File: config.mk
export PLATFORM = sky130hd
export DESIGN_NAME = subleq_sequencer_flat
export DESIGN_NICKNAME = d
export VERILOG_FILES = /design/src/rtl/subleq_sequencer_if.sv /design/src/rtl/subleq_sequencer.sv /design/src/flat_wrapper.sv
export SDC_FILE = /design/constraint.sdc
export NUM_CORES = 1
export LEC_CHECK = 0
export ABC_AREA = 1
export BUFFER_PORTS_ARGS = -buffer_cell sky130_fd_sc_hd__buf_2
export CAP_MARGIN = 30
export CELL_PAD_IN_SITES_DETAIL_PLACEMENT = 1
export CELL_PAD_IN_SITES_GLOBAL_PLACEMENT = 2
export CORE_MARGIN = 4
export CORE_UTILIZATION = 27
export DETAILED_ROUTE_END_ITERATION = 8
export HOLD_SLACK_MARGIN = 0.06
export PLACE_DENSITY_LB_ADDON = 0.05
export SLEW_MARGIN = 30
export SYNTH_ARGS = -nofsm -noshare
export SYNTH_HDL_FRONTEND = slang
export SYNTH_SLANG_ARGS = --single-unit
File: constraint.sdc
create_clock -name clk -period 2.06 [get_ports clk]
set_clock_uncertainty 0.1 [all_clocks]
set_input_delay 0.103 -clock clk [delete_from_list [all_inputs] [get_ports clk]]
set_output_delay 0.103 -clock clk [all_outputs]
set_load 0.02 [all_outputs]
File: src/rtl/subleq_sequencer_if.sv
// subleq_sequencer_if: bundles the host controls, datapath flags, memory
// handshake and status outputs of the SUBLEQ sequencer.
// The master modport is the sequencer side; the slave modport is the
// host/memory/datapath side. Breakpoint signals exist only when
// SUBLEQ_BREAKPOINT_EN is defined.
interface subleq_sequencer_if #(
    parameter int DATA_W = 16,
    parameter int CNT_W  = 16
);
    logic              run;
    logic              step;
    logic [DATA_W-1:0] c_addr;
    logic              zero;
    logic              negative;
    logic              mem_ack;
    logic [2:0]        state;
    logic              step_en;
    logic              mem_req;
    logic              mem_we;
    logic              busy;
    logic              halted;
    logic              fault;
    logic [CNT_W-1:0]  instr_count;
`ifdef SUBLEQ_BREAKPOINT_EN
    logic              bp_en;
    logic [DATA_W-1:0] bp_addr;
    logic [DATA_W-1:0] pc;
    logic              bp_hit;

    modport master (
        input  run, step, c_addr, zero, negative, mem_ack, bp_en, bp_addr, pc,
        output state, step_en, mem_req, mem_we, busy, halted, fault, instr_count, bp_hit
    );

    modport slave (
        output run, step, c_addr, zero, negative, mem_ack, bp_en, bp_addr, pc,
        input  state, step_en, mem_req, mem_we, busy, halted, fault, instr_count, bp_hit
    );
`else
    modport master (
        input  run, step, c_addr, zero, negative, mem_ack,
        output state, step_en, mem_req, mem_we, busy, halted, fault, instr_count
    );

    modport slave (
        output run, step, c_addr, zero, negative, mem_ack,
        input  state, step_en, mem_req, mem_we, busy, halted, fault, instr_count
    );
`endif
endinterface

File: src/rtl/subleq_sequencer.sv
// subleq_sequencer: owns the SUBLEQ datapath state code (0..7), sequences it
// under run/single-step control, handshakes with the shared memory port with
// a bounded wait, detects halt and counts retired instructions.
// Define SUBLEQ_BREAKPOINT_EN to add a pc breakpoint that parks the sequencer
// in IDLE at an instruction boundary.
module subleq_sequencer #(
    parameter int DATA_W   = 16,
    parameter int CNT_W    = 16,
    parameter int WAIT_MAX = 15
) (
    input logic                clk,
    input logic                rst,
    subleq_sequencer_if.master bus
);

    typedef enum logic [1:0] {
        CTRL_IDLE,
        CTRL_ACTIVE,
        CTRL_HALT,
        CTRL_FAULT
    } ctrl_t;

    localparam logic [2:0] CODE_EXECUTE   = 3'd5;
    localparam logic [2:0] CODE_WRITEBACK = 3'd6;
    localparam logic [2:0] CODE_UPDATE_PC = 3'd7;
    // Last wait-counter value still allowed; one more ack-less cycle faults.
    localparam logic [7:0] WAIT_LAST      = 8'(WAIT_MAX - 1);

    ctrl_t            ctrl_q, ctrl_d;
    logic [2:0]       code_q, code_d;
    logic [7:0]       wait_q, wait_d;
    logic             one_shot_q, one_shot_d;
    logic [CNT_W-1:0] count_q, count_d;

    logic             step_en;
    logic             mem_req;
    logic             mem_we;
    logic             is_mem_code;
    logic             start;
    logic             c_neg;
    logic             halt_cond;

`ifdef SUBLEQ_BREAKPOINT_EN
    // first_q: current instruction is the first since leaving IDLE, so the
    // breakpoint is not re-checked. park_q: stopped at a breakpoint with run
    // still high; only a run low->high or a step restarts.
    logic             first_q, first_d;
    logic             park_q, park_d;
    logic             bp_hit_q, bp_hit_d;
`endif

    // A branch target with its sign bit set marks the halt address range.
    assign c_neg       = $signed(bus.c_addr) < $signed({DATA_W{1'b0}});
    assign halt_cond   = (bus.zero | bus.negative) & c_neg;
    assign is_mem_code = (code_q != CODE_EXECUTE) && (code_q != CODE_UPDATE_PC);

`ifdef SUBLEQ_BREAKPOINT_EN
    assign start = bus.step | (bus.run & ~park_q);
`else
    assign start = bus.step | bus.run;
`endif

    assign bus.state       = code_q;
    assign bus.step_en     = step_en;
    assign bus.mem_req     = mem_req;
    assign bus.mem_we      = mem_we;
    assign bus.busy        = (ctrl_q == CTRL_ACTIVE);
    assign bus.halted      = (ctrl_q == CTRL_HALT);
    assign bus.fault       = (ctrl_q == CTRL_FAULT);
    assign bus.instr_count = count_q;
`ifdef SUBLEQ_BREAKPOINT_EN
    assign bus.bp_hit      = bp_hit_q;
`endif

    // Register all controller state; reset wins even mid-instruction.
    always_ff @(posedge clk) begin
        if (rst) begin
            ctrl_q     <= CTRL_IDLE;
            code_q     <= 3'd0;
            wait_q     <= 8'd0;
            one_shot_q <= 1'b0;
            count_q    <= '0;
`ifdef SUBLEQ_BREAKPOINT_EN
            first_q    <= 1'b0;
            park_q     <= 1'b0;
            bp_hit_q   <= 1'b0;
`endif
        end else begin
            ctrl_q     <= ctrl_d;
            code_q     <= code_d;
            wait_q     <= wait_d;
            one_shot_q <= one_shot_d;
            count_q    <= count_d;
`ifdef SUBLEQ_BREAKPOINT_EN
            first_q    <= first_d;
            park_q     <= park_d;
            bp_hit_q   <= bp_hit_d;
`endif
        end
    end

    // Next-state and handshake outputs for the IDLE/ACTIVE/HALT/FAULT controller.
    always_comb begin
        ctrl_d     = ctrl_q;
        code_d     = code_q;
        wait_d     = wait_q;
        one_shot_d = one_shot_q;
        count_d    = count_q;
        step_en    = 1'b0;
        mem_req    = 1'b0;
        mem_we     = 1'b0;
`ifdef SUBLEQ_BREAKPOINT_EN
        first_d    = first_q;
        park_d     = park_q;
        bp_hit_d   = 1'b0;
`endif

        case (ctrl_q)
            CTRL_IDLE: begin
                code_d = 3'd0;
                wait_d = 8'd0;
`ifdef SUBLEQ_BREAKPOINT_EN
                if (!bus.run) begin
                    park_d = 1'b0;
                end
`endif
                if (start) begin
                    ctrl_d     = CTRL_ACTIVE;
                    one_shot_d = bus.step & ~bus.run;
`ifdef SUBLEQ_BREAKPOINT_EN
                    first_d    = 1'b1;
                    park_d     = 1'b0;
`endif
                end
            end

            CTRL_ACTIVE: begin
                if (is_mem_code) begin
                    mem_req = 1'b1;
                    mem_we  = (code_q == CODE_WRITEBACK);
                    if (bus.mem_ack) begin
                        step_en = 1'b1;
                        code_d  = code_q + 3'd1;
                        wait_d  = 8'd0;
                    end else if (wait_q == WAIT_LAST) begin
                        ctrl_d = CTRL_FAULT;
                    end else begin
                        wait_d = wait_q + 8'd1;
                    end
                end else begin
                    step_en = 1'b1;
                    wait_d  = 8'd0;
                    if (code_q == CODE_UPDATE_PC) begin
                        count_d = count_q + CNT_W'(1);
                        code_d  = 3'd0;
`ifdef SUBLEQ_BREAKPOINT_EN
                        first_d = 1'b0;
`endif
                        if (halt_cond) begin
                            ctrl_d = CTRL_HALT;
                        end else if (one_shot_q || !bus.run) begin
                            ctrl_d = CTRL_IDLE;
`ifdef SUBLEQ_BREAKPOINT_EN
                        end else if (!first_q && bus.bp_en && (bus.pc == bus.bp_addr)) begin
                            ctrl_d   = CTRL_IDLE;
                            bp_hit_d = 1'b1;
                            park_d   = 1'b1;
`endif
                        end
                    end else begin
                        code_d = code_q + 3'd1;
                    end
                end
            end

            CTRL_HALT: begin
                code_d = 3'd0;
            end

            default: begin
                // FAULT keeps the faulting code visible for debug.
                code_d = code_q;
            end
        endcase
    end

endmodule

File: src/flat_wrapper.sv
// flat-port wrapper written by rule: the top's interface ports become plain ports
module subleq_sequencer_flat 
#(
    parameter int DATA_W   = 16,
    parameter int CNT_W    = 16,
    parameter int WAIT_MAX = 15
)
  (clk, rst, bus_run, bus_step, bus_c_addr, bus_zero, bus_negative, bus_mem_ack, bus_state, bus_step_en, bus_mem_req, bus_mem_we, bus_busy, bus_halted, bus_fault, bus_instr_count);
  subleq_sequencer_if #(.DATA_W(DATA_W), .CNT_W(CNT_W)) bus_i ();
  input logic clk;
  input logic rst;
  input wire logic [$bits(bus_i.run)-1:0] bus_run;
  input wire logic [$bits(bus_i.step)-1:0] bus_step;
  input wire logic [$bits(bus_i.c_addr)-1:0] bus_c_addr;
  input wire logic [$bits(bus_i.zero)-1:0] bus_zero;
  input wire logic [$bits(bus_i.negative)-1:0] bus_negative;
  input wire logic [$bits(bus_i.mem_ack)-1:0] bus_mem_ack;
  output wire logic [$bits(bus_i.state)-1:0] bus_state;
  output wire logic [$bits(bus_i.step_en)-1:0] bus_step_en;
  output wire logic [$bits(bus_i.mem_req)-1:0] bus_mem_req;
  output wire logic [$bits(bus_i.mem_we)-1:0] bus_mem_we;
  output wire logic [$bits(bus_i.busy)-1:0] bus_busy;
  output wire logic [$bits(bus_i.halted)-1:0] bus_halted;
  output wire logic [$bits(bus_i.fault)-1:0] bus_fault;
  output wire logic [$bits(bus_i.instr_count)-1:0] bus_instr_count;
  assign bus_i.run = bus_run;
  assign bus_i.step = bus_step;
  assign bus_i.c_addr = bus_c_addr;
  assign bus_i.zero = bus_zero;
  assign bus_i.negative = bus_negative;
  assign bus_i.mem_ack = bus_mem_ack;
  assign bus_state = bus_i.state;
  assign bus_step_en = bus_i.step_en;
  assign bus_mem_req = bus_i.mem_req;
  assign bus_mem_we = bus_i.mem_we;
  assign bus_busy = bus_i.busy;
  assign bus_halted = bus_i.halted;
  assign bus_fault = bus_i.fault;
  assign bus_instr_count = bus_i.instr_count;
  subleq_sequencer #(.DATA_W(DATA_W), .CNT_W(CNT_W), .WAIT_MAX(WAIT_MAX)) u_core (.clk(clk), .rst(rst), .bus(bus_i));
endmodule
==> impl_metrics.csv, run 1 <==
group,metric,value,unit
yosys,post_synth_instance_area,1717,um^2
pwr,leakage,0.001029,uW
placement,dp_hpwl,3789,um
drt,route.antenna.remaining_nets,0,
critical_path,crit_cells,7,
global_routing,via_count_of_the_first_global_routing_pass,1795,
layout,filler_cell_count,794,
layout,final_common_cell,"sky130_fd_sc_hd__nand2_1",
placement,placement.setup.worst_slack,185.7,ps
layout,layout_stage_area_growth_over_the_synthesis_result,26.02,%
global_routing,grt_first_pass_wirelength,8576,um
placement,port-buffer-count,32,
yosys,synth.ff_latch_count,30,
floorplan,floorplan.die.height,87.74,um
yosys,synthesis.yosys.warnings,0,
floorplan,fp.dieArea,7697,um^2
drt,drt_first_pass_iters,4,
sta,timing.final.max_slew_violations,0,
worst_hold_path,hold_path_class,"in2reg",
clock_tree,clkTransAtPathRegs,70,ps
sta,post-route-min-period,1908,ps
clock_tree,cts_max_level,2,
yosys,syn-mean-instance-area,6.628,um^2
sta,timing.fmax,0.5241,GHz
pwr,power.ir.vdd_worst,0.2456,mV
drt,route.vias.total,1756,
critical_path,cpLargestDelayFamily,"simple AND/OR/NAND/NOR gates",
drt,route.final.wire_length,4832,um
critical_path,critPathKind,"reg2out",
floorplan,initial_util,28.32,%
worst_hold_path,hold_crit_depth,2,
sta,worst_slew_pin_slew,404.7,ps
placement,place_congestion,0.7280,
sta,setup_slack,151.9,ps
critical_path,critPathSlowestCell,"sky130_fd_sc_hd__dfxtp_1",
drt,route.detailed.drc,0,
layout,layout.nets,339,
clock_tree,cts-buffers-inserted,5,
yosys,ys_types,26,
critical_path,worst_ep_arrival_time,1710,ps
critical_path,timing.critical_path.cells,"ha_1 > ha_1 > inv_1 > nand2_2 > nor2_4 > and3_1 > buf_2",
yosys,syn-num-nets,290,
sta,rsz0062_at_grt,"false",
sta,relSlewSlack,72.99,%
job,cap_viol_max_count,0,
floorplan,boundaryPins,48,
critical_path,critical-path-max-stage-delay,340,ps
layout,post-route-cell-area,2163,um^2
yosys,postSynthCellCount,259,
placement,postPlaceCellArea,2044,um^2
global_routing,grt_max_degree,13,
clock_tree,clkLatencyLatePin,290,ps
layout,final_cell_mix,"sky130_fd_sc_hd__nand2_1, sky130_fd_sc_hd__inv_1, sky130_fd_sc_hd__buf_2, sky130_fd_sc_hd__nor2_1, sky130_fd_sc_hd__dfxtp_1",
drt,detail_route.vias_per_cell,4.573,
yosys,sequential_fraction_of_the_synthesis_area,34.99,%
floorplan,rows,28,
global_routing,grt_use_total,14.21,%
clock_tree,clock_sinks,30,
sta,fin_tns_setup,0,ps
run_status,outcome,"completed",
drt,initialDrtViolationCount,29,
critical_path,crit_required,1860,ps
global_routing,grt.overflow.total,0,
critical_path,critical_path.endpoint_type,"primary output",
sta,final_hold_viol_count,0,
sta,report.final.setup_viol,0,
critical_path,worst_path_most_repeated_cell,"sky130_fd_sc_hd__ha_1",
clock_tree,post_cts_buffers,0,
clock_tree,cts.root.buffer_cell,"sky130_fd_sc_hd__clkbuf_8",
drt,detail_route.wl_per_cell,12.58,um
layout,insertedDiodeCount,0,
clock_tree,clk_path_buf_depth,2,
critical_path,critPathBufInv,2,
sta,final_min_period_over_clock_period,92.63,%
floorplan,placeableCoreArea,6061,um^2
critical_path,cp-start-kind,"flop",
floorplan,die_width,87.74,um
global_routing,antenna_found_initial,0,
clock_tree,tritoncts,"done",
pwr,power.density,639.7,nW/um^2
critical_path,ff2ff_path_depth,9,
layout,drive_gt1_share,21.36,%
critical_path,critical_path_peak_fanout,5,
==> worst paths after layout <==
check | start | slack [ps] | to
setup / recovery | u_core.bus.state[1]$_SDFFE_PP0P_ | 150 | bus_mem_we
hold / removal | rst | 60 | u_core.bus.instr_count[12]$_SDFFE_PP0P_
setup reg to reg | u_core.bus.state[1]$_SDFFE_PP0P_ | 210 | u_core.wait_q[3]$_SDFFE_PP0P_
hold reg to reg | u_core.bus.instr_count[6]$_SDFFE_PP0P_ | 400 | u_core.bus.instr_count[6]$_SDFFE_PP0P_
==> registers in the layout (all words and copies together), names as in the netlist <==
name / flops
u_core.ctrl_q: 2
u_core.bus.state: 3
u_core.bus.instr_count: 16
u_core.one_shot_q: 1
u_core.wait_q: 8
==> metal layers <==
| metal | vias up | wire (um) | GRT usage [%] |
|---|---|---|---|
| met1 | 796 | 2579 | 19.96 |
| met3 | 6 | 163 | 4.327 |
| li1 | 928 | - | - |
| met2 | 26 | 2024 | 20.82 |
| met5 | - | 0 | 0 |
| met4 | 0 | 64 | 4.184 |
==> worst reg2reg max path, cell delays in order (launching register included) <==
cell and delay [ps]:
sky130_fd_sc_hd__dfxtp_1 340, sky130_fd_sc_hd__ha_1 210, sky130_fd_sc_hd__ha_1 200, sky130_fd_sc_hd__inv_1 80
sky130_fd_sc_hd__nand2_2 100, sky130_fd_sc_hd__nor2_4 180, sky130_fd_sc_hd__nand2_1 130, sky130_fd_sc_hd__a21oi_1 230
sky130_fd_sc_hd__o21ai_0 130, sky130_fd_sc_hd__nor2_1 110
==> power breakdown <==
group | leakage [uW] | switching, uW | internal [uW]
Clock | 0.0000482 | 242 | 270
Combinational | 0.000739 | 164 | 90.8
Sequential | 0.000242 | 20.4 | 598
Total | 0.00103 | 426 | 958
==> through the flow <==
stage                     hold slack (ps)  power [uW]  instances  util, %
final                               60.63        1384        384    35.69
after floorplan                     98.64       796.6        259        -
after detailed placement            207.8       887.5        374    33.73
after global placement              203.9       887.2        374    33.73
after CTS                           61.41        1416        384    35.57
after global routing                86.38        1476        384    35.69
==> layout make-up <==
| class | instances | area [um^2] | area share, % |
|---|---|---|---|
| flip-flops and latches | 30 | 600.6 | 27.76 |
| multi-input cells | 185 | 957.2 | 44.25 |
| well taps | 75 | 93.84 | 4.338 |
| repair buffers | 46 | 270.3 | 12.49 |
| inverters | 40 | 150.1 | 6.940 |
| clock buffers | 7 | 86.33 | 3.991 |
| clock inverters | 1 | 5.005 | 0.2313 |
==> Yosys cell counts <==
master / instances / area (um^2)
sky130_fd_sc_hd__nor3_1: 5 / 25.02
sky130_fd_sc_hd__inv_2: 1 / 3.750
sky130_fd_sc_hd__nor2_4: 4 / 45.04
sky130_fd_sc_hd__and3_1: 1 / 6.260
sky130_fd_sc_hd__or2_2: 1 / 6.260
sky130_fd_sc_hd__nand3b_1: 2 / 15.01
sky130_fd_sc_hd__nor4_1: 1 / 6.260
sky130_fd_sc_hd__nor2_2: 3 / 18.77
sky130_fd_sc_hd__nand3_1: 17 / 85.08
sky130_fd_sc_hd__nor2_1: 33 / 123.9
sky130_fd_sc_hd__a211oi_1: 1 / 7.510
sky130_fd_sc_hd__buf_2: 1 / 5.000
sky130_fd_sc_hd__clkbuf_1: 3 / 11.26
sky130_fd_sc_hd__nand4_1: 6 / 37.54
sky130_fd_sc_hd__nand2_1: 58 / 217.7
sky130_fd_sc_hd__ha_1: 8 / 100.1
sky130_fd_sc_hd__dfxtp_1: 30 / 600.6
sky130_fd_sc_hd__a21oi_1: 25 / 125.1
sky130_fd_sc_hd__nand2_4: 2 / 22.52
sky130_fd_sc_hd__xor2_1: 1 / 8.760
sky130_fd_sc_hd__a31oi_1: 2 / 12.51
sky130_fd_sc_hd__inv_1: 39 / 146.4
sky130_fd_sc_hd__o21a_1: 1 / 7.510
sky130_fd_sc_hd__nand3_2: 1 / 10.01
sky130_fd_sc_hd__xnor2_1: 1 / 8.760
sky130_fd_sc_hd__o21ai_0: 12 / 60.06
==> timing repair <==
| item | in CTS | in global routing |
|---|---|---|
| setup endpoints to repair | 0 | 4 |
| gates resized for setup | 0 | 3 |
| endpoints found under the hold margin | 1 | 0 |
| hold buffers | 2 | 0 |
==> kinds of logic after synthesis <==
family / after synthesis / share of synthesized area [%]
buffers and inverters: 44 / 9.693
DFF: 30 / 34.99
adders and majority gates: 8 / 5.831
AOI/OAI and AO/OA: 41 / 12.39
and+or+nand+nor: 134 / 36.08
xor gates and xnor gates: 2 / 1.021
(Power assumes the default switching activity.)
==> run 2: changes to the inputs <==
CORE_UTILIZATION = 28   (was 27)
CTS_BUF_LIST = sky130_fd_sc_hd__clkbuf_4   (was not set)
==> impl_metrics.csv, run 2 (synthesis gave the netlist of run 1 again) <==
group,metric,value,unit
run_status,outcome,"completed",
critical_path,worst_ep_arrival_time,1750,ps
layout,layout_stage_area_growth_over_the_synthesis_result,23.98,%
layout,final_cell_mix,"sky130_fd_sc_hd__nand2_1, sky130_fd_sc_hd__inv_1, sky130_fd_sc_hd__nor2_1, sky130_fd_sc_hd__buf_2, sky130_fd_sc_hd__dfxtp_1",
clock_tree,clk_path_buf_depth,2,
layout,insertedDiodeCount,0,
pwr,leakage,0.0009953,uW
sta,setup_slack,107.2,ps
layout,post-route-util,35.95,%
critical_path,cp-start-kind,"flop",
drt,route.antenna.remaining_nets,0,
floorplan,rows,28,
floorplan,placeableCoreArea,5921,um^2
layout,final_common_cell,"sky130_fd_sc_hd__nand2_1",
critical_path,critical_path_peak_fanout,5,
drt,detail_route.vias_per_cell,4.526,
pwr,p_sw,417.9,uW
drt,initialDrtViolationCount,48,
placement,dp_hpwl,3627,um
floorplan,die_width,86.30,um
pwr,switching_share,34.10,%
layout,largest_register_ffs,16,
global_routing,via_count_of_the_first_global_routing_pass,1746,
clock_tree,clock_sinks,30,
critical_path,critPathKind,"reg2out",
floorplan,initial_util,28.99,%
placement,port-buffer-count,32,
worst_hold_path,hold_path_class,"in2reg",
layout,post-route-cell-area,2128,um^2
layout,layout.nets,337,
sta,worst_slew_pin_slew,431.9,ps
critical_path,origin_of_the_critical_flop_to_flop_path,"u_core.bus.state[0]$_SDFFE_PP0P_",
floorplan,fp.dieArea,7448,um^2
global_routing,antenna_found_initial,0,
clock_tree,cts_max_level,2,
global_routing,grt_use_total,14.32,%
pwr,power.ir.vdd_worst,0.3585,mV
critical_path,r2r_end,"u_core.wait_q[3]$_SDFFE_PP0P_",
drt,route.detailed.drc,0,
critical_path,cp-endpoint,"bus_mem_we",
critical_path,critPathSlowestCell,"sky130_fd_sc_hd__dfxtp_1",
job,cap_viol_max_count,0,
sta,report.final.setup_viol,0,
sta,final_hold_viol_count,0,
sta,rsz0062_at_grt,"false",
placement,numPlacedInstances,370,
drt,detail_route.wl_per_cell,12.71,um
critical_path,critical_path.endpoint_type,"primary output",
pwr,power_frac_seq,50.4,%
clock_tree,cts-buffers-inserted,5,
floorplan,boundaryPins,48,
global_routing,grt_max_degree,18,
sta,fin_tns_setup,0,ps
pwr,p_clk_share,29.1,%
layout,layoutNonFillerInstCount,382,
pwr,combPwrFrac,20.5,%
global_routing,grt_first_pass_wirelength,8493,um
clock_tree,tritoncts,"done",
sta,timing.final.max_slew_violations,0,
clock_tree,clkTransAtPathRegs,100,ps
sta,post-route-min-period,1953,ps
placement,placement.setup.worst_slack,132.1,ps
drt,route.vias.total,1729,
sta,timing.fmax,0.5121,GHz
critical_path,startpoint,"u_core.bus.state[0]$_SDFFE_PP0P_",
pwr,power.density,575.9,nW/um^2
drt,drt_first_pass_iters,4,
global_routing,grt.overflow.total,0,
clock_tree,cts.root.buffer_cell,"sky130_fd_sc_hd__clkbuf_4",
critical_path,ff2ff_path_depth,10,
drt,route.final.wire_length,4856,um
placement,postPlaceCellArea,2014,um^2
clock_tree,clkLatencyLatePin,340,ps
critical_path,reg2reg_setup_slack,180,ps
critical_path,critical-path-max-stage-delay,330,ps
sta,relSlewSlack,71.17,%
placement,place_congestion,0.6975,
pwr,power_report.internal_total,807.7,uW
critical_path,timing.critical_path.cells,"ha_2 > ha_1 > inv_1 > nand2_2 > nor2_4 > and3_4 > buf_4",
sta,final_min_period_over_clock_period,94.79,%
critical_path,crit_required,1860,ps
layout,drive_gt1_share,21.82,%
floorplan,floorplan.die.height,86.30,um
[run 2: cell types whose count changed in the layout (fill, tap and decap cells not counted), sizes merged]
cell and change:
buf -3, clkbuf -2, clkinv +1, clkinvlp +1
dlygate4sd3 +1
[run 2: power groups by stage]
stage / sequential [uW] / combinational [uW] / clock, uW
global route: 622 / 288 / 403
CTS: 617 / 252 / 388
floorplan: 631 / 166 / 0
global placement: 630 / 246 / 0
detailed placement: 631 / 244 / 0
finish: 617 / 251 / 357
[run 2: metrics by stage]
step | power, uW | hold WS (ps)
2_1_floorplan | 796.6 | 98.64
3_3_place_gp | 875.9 | 207.8
3_5_place_dp | 874.8 | 206.0
4_1_cts | 1257 | 67.42
5_1_grt | 1313 | 95.94
6_report | 1226 | 83.87
[run 2: per-layer routing]
layer / global-route usage (%) / part of all wire, %
met1: 19.56 / 52
met2: 22.49 / 44
met3: 3.137 / 3.2
met4: 4.533 / 1.3
met5: 0 / 0
[run 2: critical path: cells and delay by family, from the launching register on]
kind / cells / cell delay, ps
fa+ha+maj: 2 / 380
simple gates: 3 / 480
buf+inv: 2 / 220
flops: 1 / 330
[run 2: area by class of cell]
| type | count | area, um^2 |
|---|---|---|
| Tap cell | 75 | 93.84 |
| Timing Repair Buffer | 44 | 260.3 |
| Fill cell | 798 | 3792 |
| Clock inverter | 3 | 16.27 |
| Sequential cell | 30 | 601.8 |
| Inverter | 40 | 150.1 |
| Clock buffer | 5 | 37.54 |
| Multi-Input combinational cell | 185 | 968.4 |
[run 2: what timing repair did]
| action | CTS | global route |
|---|---|---|
| setup buffers | 0 | 1 |
| hold buffers | 3 | 0 |
| resized for setup | 0 | 9 |
| endpoints found under the hold margin | 2 | 0 |
| endpoints found under the setup margin | 0 | 9 |
[run 2: worst min path at each step]
| stage | from | end | slack (ps) | cells after the start |
|---|---|---|---|---|
| floorplan | bus_run | u_core.one_shot_q$_SDFFE_PP0P_ | 100 | 1 |
| global placement | bus_run | u_core.one_shot_q$_SDFFE_PP0P_ | 210 | 2 |
| finish | rst | u_core.bus.instr_count[11]$_SDFFE_PP0P_ | 80 | 2 |
| detailed placement | bus_run | u_core.one_shot_q$_SDFFE_PP0P_ | 210 | 2 |
| CTS | rst | u_core.bus.instr_count[11]$_SDFFE_PP0P_ | 70 | 2 |
| global route | rst | u_core.bus.instr_count[15]$_SDFFE_PP0P_ | 100 | 2 |
==> run 3: changes to the inputs <==
ABC_AREA = not set   (was 1)
CAP_MARGIN = not set   (was 30)
CORE_UTILIZATION = 30   (was 28)
==> impl_metrics.csv, run 3 <==
group,metric,value,unit
critical_path,critPathKind,"reg2out",
sta,setup_slack,96.23,ps
placement,placement.setup.worst_slack,23.64,ps
global_routing,grt_use_total,14.42,%
yosys,fraction_of_registers_with_async_set_or_reset_after_synthesis,0,%
drt,initialDrtViolationCount,18,
critical_path,worst_ep_arrival_time,1760,ps
drt,drt_first_pass_iters,4,
pwr,power.ir.vdd_worst,0.2201,mV
critical_path,timing.critical_path.cells,"ha_4 > ha_4 > buf_4 > a21o_1 > o21ai_1 > buf_4 > inv_1 > buf_2",
drt,detail_route.vias_per_cell,5.071,
pwr,leakage,0.0008726,uW
clock_tree,clk_path_buf_depth,2,
drt,route.antenna.remaining_nets,0,
drt,route.vias.total,1577,
global_routing,grt.overflow.total,0,
yosys,number_of_flops_mapped_to_enable_cells_by_yosys,0,
global_routing,grt_first_pass_wirelength,7500,um
floorplan,placeableCoreArea,5140,um^2
sta,final_min_period_over_clock_period,95.33,%
placement,dp_hpwl,3181,um
layout,layout_stage_area_growth_over_the_synthesis_result,31.39,%
layout,layout.nets,271,
critical_path,critical_path.endpoint_type,"primary output",
layout,largest_register_ffs,16,
floorplan,die_width,81.18,um
sta,timing.final.max_slew_violations,0,
yosys,yosys_most_used_dff,"sky130_fd_sc_hd__dfxtp_1",
clock_tree,cts_max_level,2,
layout,post-route-util,41.07,%
yosys,syn-mean-instance-area,8.591,um^2
yosys,synth.ff_latch_count,30,
clock_tree,tritoncts,"done",
sta,report.final.setup_viol,0,
placement,port-buffer-count,32,
yosys,post_synth_instance_area,1607,um^2
job,cap_viol_max_count,0,
sta,timing.fmax,0.5092,GHz
yosys,syn-num-nets,218,
sta,fin_tns_setup,0,ps
layout,drive_gt1_share,32.78,%
placement,place_congestion,0.7812,
drt,detail_route.wl_per_cell,13.79,um
sta,relSlewSlack,56.38,%
yosys,synthesis.yosys.warnings,0,
yosys,post-synth-top-area-fraction,37.38,%
yosys,ys_top_cells_by_count,"sky130_fd_sc_hd__dfxtp_1, sky130_fd_sc_hd__nor2_1, sky130_fd_sc_hd__nand2_1",
floorplan,fp.dieArea,6590,um^2
yosys,postSynthCellCount,187,
sta,worst_slew_pin_slew,654.3,ps
layout,final_common_cell,"sky130_fd_sc_hd__buf_2",
critical_path,crit_required,1860,ps
floorplan,floorplan.die.height,81.18,um
yosys,synth.most_common_cell,"sky130_fd_sc_hd__dfxtp_1",
drt,route.final.wire_length,4288,um
sta,post-route-min-period,1964,ps
run_status,outcome,"completed",
critical_path,critPathSlowestCell,"sky130_fd_sc_hd__dfxtp_2",
global_routing,antenna_found_initial,0,
clock_tree,clock_sinks,30,
floorplan,rows,26,
worst_hold_path,hold_path_class,"in2reg",
global_routing,grt_max_degree,36,
critical_path,critical-path-max-stage-delay,350,ps
clock_tree,clkTransAtPathRegs,90,ps
critical_path,cp-start-kind,"flop",
yosys,sequential_fraction_of_the_synthesis_area,37.38,%
clock_tree,cts.root.buffer_cell,"sky130_fd_sc_hd__clkbuf_4",
clock_tree,clkLatencyLatePin,330,ps
critical_path,cpLargestDelayFamily,"buffers and inverters",
sta,final_hold_viol_count,0,
layout,final_cell_mix,"sky130_fd_sc_hd__buf_2, sky130_fd_sc_hd__dfxtp_1, sky130_fd_sc_hd__nor2_1, sky130_fd_sc_hd__buf_4, sky130_fd_sc_hd__nand2_1",
layout,insertedDiodeCount,0,
yosys,synth_area_leader_cell,"sky130_fd_sc_hd__dfxtp_1",
floorplan,boundaryPins,48,
clock_tree,cts-buffers-inserted,5,
pwr,power.density,511.5,nW/um^2
sta,rsz0062_at_grt,"false",
drt,route.detailed.drc,0,
critical_path,critical_path_peak_fanout,4,
yosys,synthTopCellsByArea,"sky130_fd_sc_hd__dfxtp_1, sky130_fd_sc_hd__ha_1, sky130_fd_sc_hd__nor2_1",
critical_path,critPathBufInv,4,
global_routing,via_count_of_the_first_global_routing_pass,1638,
floorplan,initial_util,31.26,%
yosys,ys_types,48,
## run 3: cell types whose count changed after synthesis, moves of 4 or more
cell                      before  now
sky130_fd_sc_hd__nand4_1       6    2
sky130_fd_sc_hd__and2_1        0    5
sky130_fd_sc_hd__nor2_1       33   21
sky130_fd_sc_hd__o21ai_0      12    5
sky130_fd_sc_hd__inv_1        39    9
sky130_fd_sc_hd__nand2_1      58   16
sky130_fd_sc_hd__nand3_1      17    8
sky130_fd_sc_hd__xnor2_1       1    5
sky130_fd_sc_hd__nor2_4        4    0
sky130_fd_sc_hd__a21oi_1      25   11
## run 3: power breakdown
group          leakage (uW)  internal, uW  switching (uW)
registers          0.000244           589            11.9
clock network     0.0000286           127             219
logic              0.000600          56.3            76.2
## run 3: cells by family (layout without fill, tap and decap cells)
logic type | count (synthesis) | in the layout | synth area share (%)
AOI/OAI and AO/OA | 38 | 38 | 15.73
and+or+nand+nor | 82 | 82 | 28.12
DFF | 30 | 30 | 37.38
muxes | 4 | 4 | 2.648
buffers and inverters | 16 | 70 | 4.984
xor gates and xnor gates | 9 | 9 | 4.906
adders and majority gates | 8 | 8 | 6.231
## run 3: final cells by class
class | count | area (um^2)
Clock buffer | 5 | 37.54
Clock inverter | 3 | 16.27
Fill cell | 652 | 3029
Inverter | 9 | 33.78
Multi-Input combinational cell | 141 | 1002
Sequential cell | 30 | 605.6
Tap cell | 70 | 87.58
Timing Repair Buffer | 53 | 327.8
## run 3: worst paths after layout
kind | from | endpoint | slack [ps] | cells after the start
max | u_core.bus.state[1]$_SDFFE_PP0P_ | bus_step_en | 100 | 8
min | bus_c_addr[15] | u_core.ctrl_q[0]$_SDFFE_PP0P_ | 70 | 4
max reg2reg | u_core.bus.state[0]$_SDFFE_PP0P_ | u_core.bus.instr_count[13]$_SDFFE_PP0P_ | 190 | 6
min reg2reg | u_core.wait_q[7]$_SDFFE_PP0P_ | u_core.wait_q[7]$_SDFFE_PP0P_ | 390 | 1
## run 3: what timing repair did
item,CTS,global route
buffers inserted,2,0
pin swaps,0,0
endpoints found under the hold margin,3,0
hold buffers,4,0
gates resized for setup,3,12
endpoints found under the setup margin,2,7
## run 3: through the flow
stage | std cells | area [um^2] | total power, uW | hold slack, ps
after floorplan | 187 | 1624 | 691.5 | 96.28
after global placement | 297 | 1938 | 734.0 | 221.7
after detailed placement | 297 | 1938 | 735.9 | 227.5
after CTS | 311 | 2052 | 1103 | 68.31
after global routing | 311 | 2111 | 1145 | 84.41
final | 311 | 2111 | 1080 | 65.57
## run 3: layer usage
metal / GRT usage (%) / vias to the layer above / wire (um)
met5: 0 / - / 0
met3: 3.548 / 6 / 159
met2: 26.60 / 23 / 2177
li1: - / 786 / -
met1: 16.13 / 762 / 1900
met4: 4.561 / 0 / 51
## run 3: worst min-delay path: stages
cell	delay [ps]
sky130_fd_sc_hd__buf_2	70
sky130_fd_sc_hd__o21ai_0	100
sky130_fd_sc_hd__nand4b_1	100
sky130_fd_sc_hd__a311oi_1	80
